<file path="src/rtl/pipe_ctl_pkg.sv">
// Shared types and encodings for the five-stage pipeline sequencing controller.
package pipe_ctl_pkg;

  localparam int unsigned REG_W = 5;
  localparam int unsigned FWD_W = 2;
  localparam int unsigned CNT_W = 6;
  localparam int unsigned CTL_W = 7;

  localparam logic [FWD_W-1:0] FWD_REG = 2'b00;
  localparam logic [FWD_W-1:0] FWD_WB  = 2'b01;
  localparam logic [FWD_W-1:0] FWD_MEM = 2'b10;

  typedef enum logic [2:0] {
    HZ_RUN      = 3'd0,
    HZ_MEMWAIT  = 3'd1,
    HZ_BRANCH   = 3'd2,
    HZ_LOADUSE  = 3'd3,
    HZ_MDUSTALL = 3'd4
  } hazard_e;

  // Pipeline register controls, bundled so each hazard maps to one constant.
  typedef struct packed {
    logic pc_en;
    logic ifid_en;
    logic idex_en;
    logic exmem_en;
    logic memwb_en;
    logic ifid_flush;
    logic idex_flush;
  } pipe_ctrl_t;

  localparam pipe_ctrl_t CTRL_RUN    = pipe_ctrl_t'(7'b11111_00);
  localparam pipe_ctrl_t CTRL_FREEZE = pipe_ctrl_t'(7'b00000_00);
  localparam pipe_ctrl_t CTRL_BRANCH = pipe_ctrl_t'(7'b11111_11);
  localparam pipe_ctrl_t CTRL_STALL  = pipe_ctrl_t'(7'b00111_01);
  localparam pipe_ctrl_t CTRL_RESET  = pipe_ctrl_t'(7'b00000_11);

  // EX operand source; the younger producer in MEM wins over WB.
  function automatic logic [FWD_W-1:0] fwd_sel(
    input logic [REG_W-1:0] src,
    input logic [REG_W-1:0] mem_rd,
    input logic             mem_we,
    input logic [REG_W-1:0] wb_rd,
    input logic             wb_we
  );
    logic [FWD_W-1:0] sel;
    sel = FWD_REG;
    if (mem_we && (mem_rd != '0) && (mem_rd == src)) begin
      sel = FWD_MEM;
    end else if (wb_we && (wb_rd != '0) && (wb_rd == src)) begin
      sel = FWD_WB;
    end
    return sel;
  endfunction

endpackage

</file>
<file path="src/rtl/mdu_timer.sv">
// Busy timer for the multi-cycle multiply/divide unit.
module mdu_timer
  import pipe_ctl_pkg::*;
#(
  parameter int unsigned MUL_CYCLES = 4,
  parameter int unsigned DIV_CYCLES = 32
) (
  input  logic clk,
  input  logic rst_n,
  input  logic start,
  input  logic div,
  output logic busy
);

  logic [CNT_W-1:0] cnt_q;
  logic [CNT_W-1:0] cnt_d;

  // A start while already counting is ignored; the stall logic upstream prevents it.
  always_comb begin
    cnt_d = cnt_q;
    if (start && (cnt_q == '0)) begin
      cnt_d = div ? CNT_W'(DIV_CYCLES - 1) : CNT_W'(MUL_CYCLES - 1);
    end else if (cnt_q != '0) begin
      cnt_d = cnt_q - CNT_W'(1);
    end
  end

  always_ff @(posedge clk or negedge rst_n) begin
    if (!rst_n) begin
      cnt_q <= '0;
    end else begin
      cnt_q <= cnt_d;
    end
  end

  assign busy = (cnt_q != '0);

endmodule

</file>
<file path="src/rtl/pipe_ctl.sv">
// Hazard resolution, stall/flush sequencing and EX forwarding for the MIPS32 pipeline.
module pipe_ctl
  import pipe_ctl_pkg::*;
#(
  parameter int unsigned MUL_CYCLES = 4,
  parameter int unsigned DIV_CYCLES = 32
) (
  input  logic             clk,
  input  logic             rst_n,
  input  logic [REG_W-1:0] id_rs,
  input  logic [REG_W-1:0] id_rt,
  input  logic             id_use_rs,
  input  logic             id_use_rt,
  input  logic             id_mdu_use,
  input  logic [REG_W-1:0] ex_rs,
  input  logic [REG_W-1:0] ex_rt,
  input  logic [REG_W-1:0] ex_rd,
  input  logic             ex_memread,
  input  logic             ex_mdu_start,
  input  logic             ex_mdu_div,
  input  logic             branch_taken,
  input  logic [REG_W-1:0] mem_rd,
  input  logic             mem_regwrite,
  input  logic [REG_W-1:0] wb_rd,
  input  logic             wb_regwrite,
  input  logic             dmem_wait,
  output logic             pc_en,
  output logic             ifid_en,
  output logic             idex_en,
  output logic             exmem_en,
  output logic             memwb_en,
  output logic             ifid_flush,
  output logic             idex_flush,
  output logic [FWD_W-1:0] fwd_a,
  output logic [FWD_W-1:0] fwd_b,
  output logic             mdu_busy
);

  hazard_e    hz_c;
  pipe_ctrl_t ctl_c;
  logic       load_use_c;
  logic       mdu_stall_c;
  logic       busy;

  mdu_timer #(
    .MUL_CYCLES (MUL_CYCLES),
    .DIV_CYCLES (DIV_CYCLES)
  ) u_mdu_timer (
    .clk   (clk),
    .rst_n (rst_n),
    .start (ex_mdu_start),
    .div   (ex_mdu_div),
    .busy  (busy)
  );

  assign mdu_busy = busy;

  // Register $0 never carries a load result, so it cannot create a dependency.
  always_comb begin
    load_use_c  = ex_memread && (ex_rd != '0) &&
                  ((id_use_rs && (id_rs == ex_rd)) || (id_use_rt && (id_rt == ex_rd)));
    mdu_stall_c = id_mdu_use && (busy || ex_mdu_start);
  end

  always_comb begin
    hz_c = HZ_RUN;
    if (dmem_wait) begin
      hz_c = HZ_MEMWAIT;
    end else if (branch_taken) begin
      hz_c = HZ_BRANCH;
    end else if (load_use_c) begin
      hz_c = HZ_LOADUSE;
    end else if (mdu_stall_c) begin
      hz_c = HZ_MDUSTALL;
    end
  end

  // Reset overrides every hazard: nothing loads and both bubbles are injected.
  always_comb begin
    ctl_c = CTRL_RUN;
    case (hz_c)
      HZ_MEMWAIT:  ctl_c = CTRL_FREEZE;
      HZ_BRANCH:   ctl_c = CTRL_BRANCH;
      HZ_LOADUSE:  ctl_c = CTRL_STALL;
      HZ_MDUSTALL: ctl_c = CTRL_STALL;
      default:     ctl_c = CTRL_RUN;
    endcase
    if (!rst_n) begin
      ctl_c = CTRL_RESET;
    end
  end

  assign pc_en      = ctl_c.pc_en;
  assign ifid_en    = ctl_c.ifid_en;
  assign idex_en    = ctl_c.idex_en;
  assign exmem_en   = ctl_c.exmem_en;
  assign memwb_en   = ctl_c.memwb_en;
  assign ifid_flush = ctl_c.ifid_flush;
  assign idex_flush = ctl_c.idex_flush;

  always_comb begin
    fwd_a = FWD_REG;
    fwd_b = FWD_REG;
    if (rst_n) begin
      fwd_a = fwd_sel(ex_rs, mem_rd, mem_regwrite, wb_rd, wb_regwrite);
      fwd_b = fwd_sel(ex_rt, mem_rd, mem_regwrite, wb_rd, wb_regwrite);
    end
  end

endmodule

</file>
<file path="config.mk">
export PLATFORM = sky130hd
export DESIGN_NAME = pipe_ctl
export DESIGN_NICKNAME = d
export VERILOG_FILES = /design/src/rtl/pipe_ctl_pkg.sv /design/src/rtl/mdu_timer.sv /design/src/rtl/pipe_ctl.sv
export SDC_FILE = /design/constraint.sdc
export NUM_CORES = 1
export LEC_CHECK = 0
export CAP_MARGIN = 40
export CORE_MARGIN = 2
export CORE_UTILIZATION = 32
export CTS_CLUSTER_SIZE = 40
export DETAILED_ROUTE_END_ITERATION = 10
export PLACE_DENSITY = 0.82
export SETUP_SLACK_MARGIN = 0.2
export SYNTH_ARGS = -nofsm -noshare
export SYNTH_HDL_FRONTEND = slang
export SYNTH_SLANG_ARGS = --single-unit
</file>
<file path="constraint.sdc">
create_clock -name clk -period 2.4 [get_ports clk]
set_input_delay 0.24 -clock clk [delete_from_list [all_inputs] [get_ports clk]]
set_output_delay 0.24 -clock clk [all_outputs]
set_load 0.01 [all_outputs]
</file>
==> Word-level counts from Yosys, hierarchy flattened <==
Cells that the tools add are included.
Widths: inputs -> output; s select.
{ "word_totals": {"ff_bits": 6, "out_inout_bits": 12, "input_bits": 47, "elab_cells": 48} }
{ "classes": {"n_eq_ne": 10, "addsub": 1, "reduce_logical": 21, "mux": 15} }
{ "ops": {"columns": ["operator", "n"], "rows": [
  ["$eq 5x5->1", 6],
  ["$pmux 7 s3", 1],
  ["$reduce_bool 5->1", 3],
  ["$logic_and 1x1->1", 12],
  ["$mux 3", 4],
  ["$mux 6", 2],
  ["$mux 2", 4],
  ["$mux 7", 1],
  ["$eq 3x2->1 const B", 2],
  ["$logic_not 6->1", 1],
  ["$reduce_bool 6->1", 1],
  ["$sub 6x1->6 const B", 1],
  ["$mux 5", 1],
  ["$eq 3x1->1 const B", 1],
  ["$eq 3x3->1 const B", 1],
  ["$logic_or 1x1->1", 2],
  ["$mux 1", 2],
  ["$reduce_bool 2->1", 1],
  ["$reduce_or 2->1", 1]
]} }

==> Longest topological paths before layout <==
Gate-level depths: netlist of run 1.
{ "depth": {"ltp_word": 11, "mapped_depth": 7} }

==> Cells and area by module <==
From an unflattened synthesis of run 1, not the netlist that was laid out.
{ "hier_totals": {"cells_unflattened": 92, "hier_area_um2": 782.0} }
{ "modules_own_cells": {"columns": ["mod", "cells_each", "n_inst", "area_each_um2"], "rows": [
  ["pipe_ctl", 62, 1, 480.5],
  ["mdu_timer", 30, 1, 301.5]
]} }

==> Worst setup path after synthesis of run 1 <==
Ideal clock, no wire load.
{ "synth_path": {"path_kind": "register -> output", "start": "reg u_mdu_timer.cnt_q[0]", "end": "out pc_en", "arrival_time_ns": 1.720, "path_stages_with_launch": 8, "n_path_buf": 1, "required_time_ns": 2.160, "slack_ns": 0.440, "cell_sequence": "dfrtp_1 > inv_1 > ha_1 > or4b_4 > o21ai_0 > o21a_1 > o31a_1 > buf_4"} }
{ "synth_between": {"elab_chain_cells": 11, "word_cells_on_any_way": 14, "classes_between": "4 x eq/ne; 6 x mux; 4 x reduce/logical"} }
{ "synth_rtl": {"columns": ["item", "line_no", "source"], "rows": [
  ["start, declared", "mdu_timer.sv:15", "logic [CNT_W-1:0] cnt_q;"],
  ["start signal, assigned", "mdu_timer.sv:32", "cnt_q <= cnt_d;"],
  ["$reduce_bool 6->1 (*)", "mdu_timer.sv:36", "assign busy = (cnt_q != '0);"],
  ["$logic_or 1x1->1 (*)", "pipe_ctl.sv:62", "mdu_stall_c = id_mdu_use && (busy || ex_mdu_start);"],
  ["$logic_and 1x1->1 (*)", "pipe_ctl.sv:62", null],
  ["$mux 3 (*)", "pipe_ctl.sv:73", "end else if (mdu_stall_c) begin"],
  ["$mux 3 (*)", "pipe_ctl.sv:71", "end else if (load_use_c) begin"],
  ["$mux 3 (*)", "pipe_ctl.sv:69", "end else if (branch_taken) begin"],
  ["$mux 3 (*)", "pipe_ctl.sv:67", "if (dmem_wait) begin"],
  ["$eq 3x3->1 / $eq 3x2->1 (equally long branches)", "pipe_ctl.sv:81", "case (hz_c)"],
  ["$reduce_or 2->1 (no line)", null, null],
  ["$pmux 7 s3 (*)", "pipe_ctl.sv:81", null],
  ["$mux 7 (*)", "pipe_ctl.sv:88", "if (!rst_n) begin"],
  ["end, declared", "pipe_ctl.sv:27", "output logic pc_en,"]
]} }
Mark *: on every way between the ends. The rest lies on a longest branch, timed or not.

==> Worst setup path in the final report of run 1 <==
{ "layout_path": {"start": "in wb_rd[4]", "end": "out fwd_a[0]"} }
{ "layout_between": {"elab_chain_cells": 6, "word_cells_on_any_way": 7, "classes_between": "1 x eq/ne; 3 x mux; 3 x reduce/logical"} }
{ "layout_rtl": {"columns": ["item", "line_no", "source"], "rows": [
  ["start, declared", "pipe_ctl.sv:24", "input logic [REG_W-1:0] wb_rd,"],
  ["$reduce_bool 5->1", "pipe_ctl_pkg.sv:50", "end else if (wb_we && (wb_rd != '0) && (wb_rd == src)) begin"],
  ["$logic_and 1x1->1", "pipe_ctl_pkg.sv:50", null],
  ["$logic_and 1x1->1 (*)", "pipe_ctl_pkg.sv:50", null],
  ["$mux 1 (*)", "pipe_ctl_pkg.sv:50", null],
  ["$mux 2 (*)", "pipe_ctl_pkg.sv:48", "if (mem_we && (mem_rd != '0) && (mem_rd == src)) begin"],
  ["$mux 2 (*)", "pipe_ctl.sv:104", "if (rst_n) begin"],
  ["end, declared", "pipe_ctl.sv:34", "output logic [FWD_W-1:0] fwd_a,"]
]} }
Marked as above.

==> results_dict.tcl, run 1 <==
set metrics [dict create \
    worstPathCellList "clkdlybuf4s50_1 > buf_6 > xor2_1 > or4_4 > nor4_2 > buf_2" \
    preCtsSetupSlack_ns -0.149 \
    rsz0062_at_grt "true" \
    post-route-util 0.656 \
    slew_headroom 0.798 \
    io_pins 59 \
    setup_ws_ns 0.243 \
    ys_types 30 \
    finalMaxSlewViolations 0 \
    cts_tree "built" \
    syn_nets 141 \
    syn_avg_cell_area_um2 8.73 \
    worstPathRequired_ns 2.16 \
    setup_viol 0 \
    min_period_ns 2.16 \
    cp.depth 6 \
    drt-initial-drc-count 6 \
    grt_antenna_before_repair 0 \
    cts_buffers 3 \
    regToRegEndpoint "u_mdu_timer.cnt_q[1]" \
    power_density_mw_per_mm2 504 \
    layout_commonest_cell "clkdlybuf4s50_1" \
    synth_compound_area_frac 0.121 \
    seq_area_um2 150 \
    fin_cells 198 \
    maxCapViolations 0 \
    crit_end "fwd_a[0]" \
    clock-root-buffer "clkbuf_4" \
    finalPower_uw 804 \
    synth_seq_area_share 0.187 \
    globalRouteTotalUtil 0.205 \
    die_y_um 54.1 \
    grt_pass1_vias 978 \
    fill_cells 208 \
    syn-cell-area_um2 803 \
    synth_seq_cells 6 \
    post_drt_wl_per_cell_um 14.6 \
    cp_num_buf_inv 3 \
    firstDrtPassIters 4 \
    critPathLaunchType "input pin" \
    tightest_slew_ns 0.300 \
    clk_pin_slew_ns 0.05 \
    synthMuxAreaShare 0.0125 \
    yosys_warnings 0 \
    synth_flop_cell "dfrtp_1" \
    fin_worst_skew_ns 0.00389 \
    async_flop_share 1.00 \
    r2r_start "u_mdu_timer.cnt_q[1]" \
    drt-vias-per-instance 4.85 \
    largest_reg_flops 6 \
    min_path_type "input pin to asynchronous set/reset pin" \
    fp.dieW_um 54.1 \
    n_antenna_cell 0 \
    initial_core_util 0.330 \
    cp_slowest_stage_delay_ns 0.52 \
    r2r_setup_slack_ns 0.79 \
    core_mm2 0.00243 \
    fin_hold_ws_ns 0.371 \
    synth_xor_area_frac 0.371 \
    synthAdderAreaFrac 0.0312 \
    min_period_over_period 0.899 \
    fmax_mhz 464 \
    multiInputGateArea_um2 684 \
    worstPathArrival_ns 1.92 \
    top_regs "u_mdu_timer.cnt_q: 6 flops" \
    peakVddDrop_uv 483 \
    gp_congestion 0.784 \
    outcome "completed" \
    slowest_stage "or4_4" \
    fp.dieArea_mm2 0.00293 \
    synthSimpleGateAreaFrac 0.235 \
    crit_family "simple AND/OR/NAND/NOR gates" \
    regMostFlops "u_mdu_timer.cnt_q" \
    final_cell_mix "clkdlybuf4s50_1, xor2_1, buf_4" \
    total_leakage_power_uw 0.000648 \
    placed_cells 192 \
    portBuffers 58 \
    cts_sinks 6 \
    nets 219 \
    criticalPathCategory "input pin to output pin" \
    grt_max_degree 12 \
    postCtsHoldBufs 0 \
    grt_pass1_wl_mm 4.24 \
    synth_edf_count 0 \
    wl_mm 2.90 \
    clockBufferDepth 2 \
    area_delta_synth_final_pct 98.6 \
    num_rows 18 \
    drive_gt1_frac 0.262 \
    reg2regPathDepth 6 \
    antenna_left 0 \
    cts-htree-levels 1 \
    drc 0 \
    synth_top_family_by_area "XOR/XNOR gates" \
    postSynthCellCount 92 \
    path_max_fanout 2 \
    cp-startpoint "wb_rd[4]" \
    dpl.hpwl_mm 2.30 \
    overflow 0 \
    clk_latency_ns 0.25 \
    vias 960 \
    finalHoldViolCount 0 \
    end_kind "output pin" \
]
## worst reg2reg max path: cells and delay by family (launching register included)
kind	cells	cell delay, ns
AND/OR/NAND/NOR	2	0.57
flip-flops	1	0.39
buffers and inverters	2	0.23
multiplexers	1	0.21
adder cells (fa/ha/maj)	1	0.13
## per-stage QoR
| stage | instance area, um2 | setup TNS, ns |
|---|---|---|
| after detailed placement | 1510 | -0.630 |
| after floorplan | 803 | 0 |
| after CTS | 1540 | 0 |
| after global routing | 1600 | 0 |
| after global placement | 1510 | -0.397 |
| final | 1600 | 0 |
## per-layer routing
metal	vias up	wire length, um	GRT usage
met5	-	0	0
met4	0	109	0.125
met3	10	190	0.0306
met2	36	1530	0.384
met1	437	1060	0.211
li1	477	-	-
## worst min-delay path by stage
| stage | from | end | slack (ns) | cells after the start |
|---|---|---|---|---|
| 2_1_floorplan | rst_n | u_mdu_timer.cnt_q[0] | -0.06 | 0 |
| 4_1_cts | rst_n | u_mdu_timer.cnt_q[1] | 0.36 | 2 |
| 6_report | rst_n | u_mdu_timer.cnt_q[1] | 0.37 | 2 |
| 3_5_place_dp | u_mdu_timer.cnt_q[0] | u_mdu_timer.cnt_q[0] | 0.54 | 2 |
| 5_1_grt | rst_n | u_mdu_timer.cnt_q[1] | 0.39 | 2 |
| 3_3_place_gp | u_mdu_timer.cnt_q[0] | u_mdu_timer.cnt_q[0] | 0.54 | 2 |
## cell families after synthesis
group / count (synthesis)
AND/OR/NAND/NOR: 28
AO/OA/AOI/OAI: 15
XOR/XNOR: 34
multiplexers: 1
buffers and inverters: 6
adder cells (fa/ha/maj): 2
flip-flops: 6
## where the power goes
part / total [uW] / switching (uW) / internal, uW
combinational: 514 / 216 / 299
sequential: 194 / 37.5 / 157
clock: 95.6 / 38.9 / 56.7
total: 804 / 292 / 512
## cells in the mapped netlist, types with 3 or more instances
master	n	area share
nor4_1	4	0.031
o21ai_0	3	0.019
or4_1	5	0.047
inv_1	3	0.014
xnor2_1	12	0.13
xor2_1	22	0.24
nand3_1	3	0.019
dfrtp_1	6	0.19
a21oi_1	5	0.031
buf_4	3	0.028
nor2_1	3	0.014
## cell type report
class / instances / share of cell area
inverter: 3 / 0.00706
timing repair buffer: 76 / 0.432
sequential: 6 / 0.0941
multi-input combinational: 80 / 0.429
clock buffer: 3 / 0.0141
tap: 30 / 0.0235
## what timing repair did
action / in CTS / in global routing
setup endpoints to repair: 7 / 7
setup buffers: 1 / 2
pin swaps: 4 / 9
gates resized for setup: 29 / 15
Power figures use the tool's default switching activity.
==> inputs of run 2 (changes only) <==
--- a/config.mk
+++ b/config.mk
@@ -7,10 +7,10 @@
 export LEC_CHECK = 0
 export CAP_MARGIN = 40
 export CORE_MARGIN = 2
-export CORE_UTILIZATION = 32
+export CORE_UTILIZATION = 34
 export CTS_CLUSTER_SIZE = 40
 export DETAILED_ROUTE_END_ITERATION = 10
-export PLACE_DENSITY = 0.82
+export PLACE_DENSITY = 0.86
 export SETUP_SLACK_MARGIN = 0.2
 export SYNTH_ARGS = -nofsm -noshare
 export SYNTH_HDL_FRONTEND = slang
==> run 2 against run 1 <==
Clock power up 0.8%; non-clock buffer count grew 2; worst setup slack got worse by 0.042 ns; clock skew grew 0.0057 ns; sequential share of layout area fell by 0.13 points; critical path depth increased by 1; sequential power rose by 8%; cell count is the same; worst hold slack worse by 0.033 ns; critical path type is now register to output pin; highest routed layer unchanged.
==> results_dict.tcl, run 2 (synthesis gave the netlist of run 1 again) <==
set metrics [dict create \
    outcome "completed" \
    final_cell_mix "clkdlybuf4s50_1, xor2_1, buf_4" \
    preCtsSetupSlack_ns -0.140 \
    post_drt_wl_per_cell_um 14.7 \
    critPathLaunchType "register" \
    power_density_mw_per_mm2 509 \
    drive_gt1_frac 0.276 \
    cts_tree "built" \
    timing.setup.tns_ns 0 \
    worstPathRequired_ns 2.16 \
    clk_latency_ns 0.25 \
    fill_cells 177 \
    dr_wl_met2_mm 1.68 \
    setup_ws_ns 0.202 \
    portBuffers 58 \
    worstPathCellList "inv_2 > ha_4 > or4b_4 > o21ai_4 > o21a_1 > o31a_1 > clkbuf_2" \
    n_antenna_cell 0 \
    globalRouteTotalUtil 0.215 \
    finalMaxSlewViolations 0 \
    slowest_stage "or4b_4" \
    wl_met3_um 59 \
    dpl.hpwl_mm 2.41 \
    die_y_um 52.6 \
    rsz0062_at_grt "true" \
    end_kind "output pin" \
    wl_mm 2.92 \
    top_regs "u_mdu_timer.cnt_q: 6 flops" \
    cts_buffers 3 \
    vias 990 \
    largest_reg_flops 6 \
    highest_layer "met4" \
    crit_family "simple AND/OR/NAND/NOR gates" \
    min_period_ns 2.20 \
    clk_pin_slew_ns 0.06 \
    fin_cells 198 \
    area_delta_synth_final_pct 101 \
    grt_pass1_vias 1071 \
    grt_max_degree 12 \
    fin_worst_skew_ns 0.00956 \
    clockBufferDepth 2 \
    cts_sinks 6 \
    drt-initial-drc-count 10 \
    nets 221 \
    antenna_left 0 \
    grt_pass1_wl_mm 4.46 \
    slew_headroom 0.774 \
    min_period_over_period 0.916 \
    fp.dieArea_mm2 0.00277 \
    post-route-util 0.724 \
    tightest_slew_ns 0.336 \
    fin_hold_ws_ns 0.338 \
    cts-htree-levels 1 \
    drc 0 \
    placed_cells 189 \
    clock-root-buffer "clkbuf_4" \
    drt-vias-per-instance 5.00 \
    total_leakage_power_uw 0.000672 \
    gp_congestion 0.774 \
    firstDrtPassIters 4 \
    path_max_fanout 2 \
    wl_met1_mm 1.14 \
    fmax_mhz 455 \
    cp_slowest_stage_delay_ns 0.48 \
    setup_viol 0 \
    core_mm2 0.00223 \
    fp.dieW_um 52.6 \
    min_path_type "input pin to asynchronous set/reset pin" \
    num_rows 17 \
    io_pins 59 \
    cp_num_buf_inv 2 \
    regMostFlops "u_mdu_timer.cnt_q" \
    postCtsHoldBufs 0 \
    worstPathArrival_ns 1.96 \
    layout_commonest_cell "clkdlybuf4s50_1" \
    overflow 0 \
    grt_antenna_before_repair 0 \
    peakVddDrop_uv 562 \
    finalHoldViolCount 0 \
    maxCapViolations 0 \
    initial_core_util 0.360 \
    criticalPathCategory "register to output pin" \
]
run 2: cell count changes in the layout (fill, tap and decap cells not counted), moves of 2 or more:
cell             delta
buf_4               +3
clkdlybuf4s50_1     -2
dlymetal6s2s_1      +2
nor4_2              +3
nor4_4              -2
run 2: per-stage QoR:
| stage | total power (uW) | instance area, um2 |
|---|---|---|
| global placement | 602 | 1500 |
| global route | 893 | 1620 |
| detailed placement | 625 | 1500 |
| floorplan | 429 | 803 |
| finish | 824 | 1620 |
| CTS | 756 | 1540 |
run 2: power by group:
part / internal (uW) / switching (uW) / total [uW]
sequential: 156 / 53.3 / 210
combinational: 306 / 212 / 518
clock: 56.8 / 39.6 / 96.4
run 2: repair_timing:
item	in CTS	in global routing
pin swaps	2	11
buffers inserted	3	3
resized for setup	26	18
endpoints found under the setup margin	7	7
run 2: metal layers:
layer | global-route usage | vias to the layer above
li1 | - | 489
met1 | 0.237 | 477
met2 | 0.431 | 20
met3 | 0.0257 | 4
met4 | 0.0385 | 0
met5 | 0 | -
run 2: final cells by class:
class                      instances  area (um2)  share of cell area
multi-input combinational         80         688               0.425
sequential                         6         150              0.0928
inverter                           3        11.3             0.00696
timing repair buffer              78         711               0.439
clock buffer                       3        22.5              0.0139
tap                               28        35.0              0.0217
run 2: worst paths after layout:
kind                                      startpoint                   end  cells after the start  slack, ns
worst min register to register  u_mdu_timer.cnt_q[4]  u_mdu_timer.cnt_q[4]                      2       0.61
worst min-delay path                           rst_n  u_mdu_timer.cnt_q[4]                      2       0.34
max in group asynchronous                      rst_n  u_mdu_timer.cnt_q[3]                      2       1.91
worst max-delay path            u_mdu_timer.cnt_q[0]               ifid_en                      7       0.20
min in group clk                u_mdu_timer.cnt_q[4]  u_mdu_timer.cnt_q[4]                      2       0.61
worst max register to register  u_mdu_timer.cnt_q[0]  u_mdu_timer.cnt_q[1]                      6       0.74
==> inputs of run 3 (changes only) <==
--- a/config.mk
+++ b/config.mk
@@ -7,10 +7,11 @@
 export LEC_CHECK = 0
 export CAP_MARGIN = 40
 export CORE_MARGIN = 2
-export CORE_UTILIZATION = 34
+export CORE_UTILIZATION = 61
 export CTS_CLUSTER_SIZE = 40
 export DETAILED_ROUTE_END_ITERATION = 10
-export PLACE_DENSITY = 0.86
+export DONT_BUFFER_PORTS = 1
+export PLACE_DENSITY = 0.83
 export SETUP_SLACK_MARGIN = 0.2
 export SYNTH_ARGS = -nofsm -noshare
 export SYNTH_HDL_FRONTEND = slang
==> run 3 against run 2 <==
Non-clock buffer count shrank 73; sequential power is 2% higher; core utilization decreased by 3.2 points; total power fell by 24%; worst setup slack gained 0.073 ns; combinational power down 38%; global-route usage down 1.6 points; first-iteration DRC count down 10%; critical path depth shrank 1; maximum frequency up 3.4%; critical endpoint is now pc_en; largest power group unchanged.
==> results_dict.tcl, run 3 (synthesis gave the netlist of run 1 again) <==
set metrics [dict create \
    regMostFlops "u_mdu_timer.cnt_q" \
    io_pins 59 \
    r2r_start "u_mdu_timer.cnt_q[0]" \
    multiInputGateArea_um2 636 \
    grt_max_degree 8 \
    total_leakage_power_uw 0.000322 \
    overflow 0 \
    fill_cells 106 \
    fin_hold_ws_ns 0.232 \
    regToRegEndpoint "u_mdu_timer.cnt_q[1]" \
    globalRouteTotalUtil 0.200 \
    clk_latency_ns 0.23 \
    crit_family "compound AO/OA/AOI/OAI gates" \
    setup_viol 0 \
    area_delta_synth_final_pct 9.35 \
    reg2regPathDepth 6 \
    firstDrtPassIters 4 \
    layout_commonest_cell "xor2_1" \
    finalHoldViolCount 0 \
    cts_buffers 3 \
    portBuffers 0 \
    cts_sinks 6 \
    end_kind "output pin" \
    wl_met3_um 141 \
    dpl.hpwl_mm 1.42 \
    fin_worst_skew_ns 0.00223 \
    post_drt_wl_per_cell_um 15.3 \
    drc 0 \
    worstPathArrival_ns 1.89 \
    clk_pin_slew_ns 0.04 \
    slew_headroom 0.690 \
    peakVddDrop_uv 495 \
    worstPathRequired_ns 2.16 \
    highest_layer "met4" \
    nets 148 \
    antenna_left 0 \
    power_density_mw_per_mm2 708 \
    min_period_ns 2.13 \
    grt_antenna_before_repair 0 \
    dr_wl_met2_um 861 \
    post-route-util 0.692 \
    criticalPathCategory "register to output pin" \
    min_period_over_period 0.886 \
    clockBufferDepth 2 \
    critPathLaunchType "register" \
    r2r_setup_slack_ns 0.78 \
    cts_tree "built" \
    slowest_stage "or4b_4" \
    cp_slowest_stage_delay_ns 0.46 \
    core_mm2 0.00127 \
    maxCapViolations 0 \
    fmax_mhz 470 \
    wl_mm 1.72 \
    finalPower_uw 622 \
    min_path_type "input pin to register" \
    gp_congestion 0.845 \
    worstPathCellList "inv_2 > ha_4 > or4b_4 > o21ai_2 > o21a_1 > o31a_1" \
    tightest_slew_ns 0.461 \
    top_regs "u_mdu_timer.cnt_q: 6 flops" \
    fp.dieW_um 40.3 \
    cp_num_buf_inv 1 \
    fp.dieArea_mm2 0.00162 \
    initial_core_util 0.633 \
    largest_reg_flops 6 \
    finalMaxSlewViolations 0 \
    timing.setup.tns_ns 0 \
    drt-initial-drc-count 9 \
    grt_pass1_wl_mm 2.13 \
    vias 678 \
    grt_pass1_vias 518 \
    seq_area_um2 150 \
    clock-root-buffer "clkbuf_4" \
    outcome "completed" \
    wl_met1_um 681 \
    die_y_um 40.3 \
    cp-startpoint "u_mdu_timer.cnt_q[0]" \
    drt-vias-per-instance 6.05 \
    drive_gt1_frac 0.186 \
    path_max_fanout 4 \
    n_antenna_cell 0 \
    rsz0062_at_grt "false" \
    cp.depth 6 \
    final_cell_mix "xor2_1, xnor2_1, dfrtp_1" \
    num_rows 13 \
    cts-htree-levels 1 \
    crit_end "pc_en" \
]
-- run 3: cell types whose count changed in the layout (fill, tap and decap cells not counted), sizes merged --
cell,previous run,this run
buf,24,4
clkbuf,5,3
clkdlybuf4s15,1,0
clkdlybuf4s50,47,0
dlygate4sd3,0,1
dlymetal6s2s,4,0
-- run 3: where the power goes --
group | switching (uW) | internal, uW
sequential | 58.9 | 157
clock | 30.0 | 56.1
combinational | 140 | 180
-- run 3: worst min path at each step --
| stage | start | endpoint | slack [ns] | depth (start not counted) |
|---|---|---|---|---|
| after global placement | rst_n | u_mdu_timer.cnt_q[4] | -0.06 | 0 |
| final | ex_mdu_start | u_mdu_timer.cnt_q[2] | 0.23 | 2 |
| after floorplan | rst_n | u_mdu_timer.cnt_q[0] | -0.06 | 0 |
| after CTS | ex_mdu_start | u_mdu_timer.cnt_q[2] | 0.23 | 2 |
| after global routing | ex_mdu_start | u_mdu_timer.cnt_q[3] | 0.25 | 2 |
| after detailed placement | rst_n | u_mdu_timer.cnt_q[4] | -0.06 | 0 |
-- run 3: stage by stage --
stage	worst slack [ns]	area (um2)	std cells
finish	0.275	878	112
detailed placement	0.405	807	105
floorplan	0.440	803	92
global route	0.176	878	112
global placement	0.458	807	105
CTS	0.220	840	109
-- run 3: layer usage --
metal  track usage  vias to the layer above
met5             0                        -
met4         0.125                        0
met3        0.0556                        6
met2         0.310                       29
met1         0.241                      306
li1              -                      337
-- run 3: area by class of cell --
cell class,instances,area share
repair buffers,5,0.0456
inverters,3,0.0128
well taps,15,0.0214
flip-flops and latches,6,0.171
multi-input cells,80,0.724
clock buffers,3,0.0256
-- run 3: repair_timing --
item,CTS,global route
pin swaps,0,3
endpoints found under the hold margin,6,0
buffers inserted,0,3
cloned,0,0
hold buffers,1,0
gates resized for setup,1,5
setup endpoints to repair,2,2
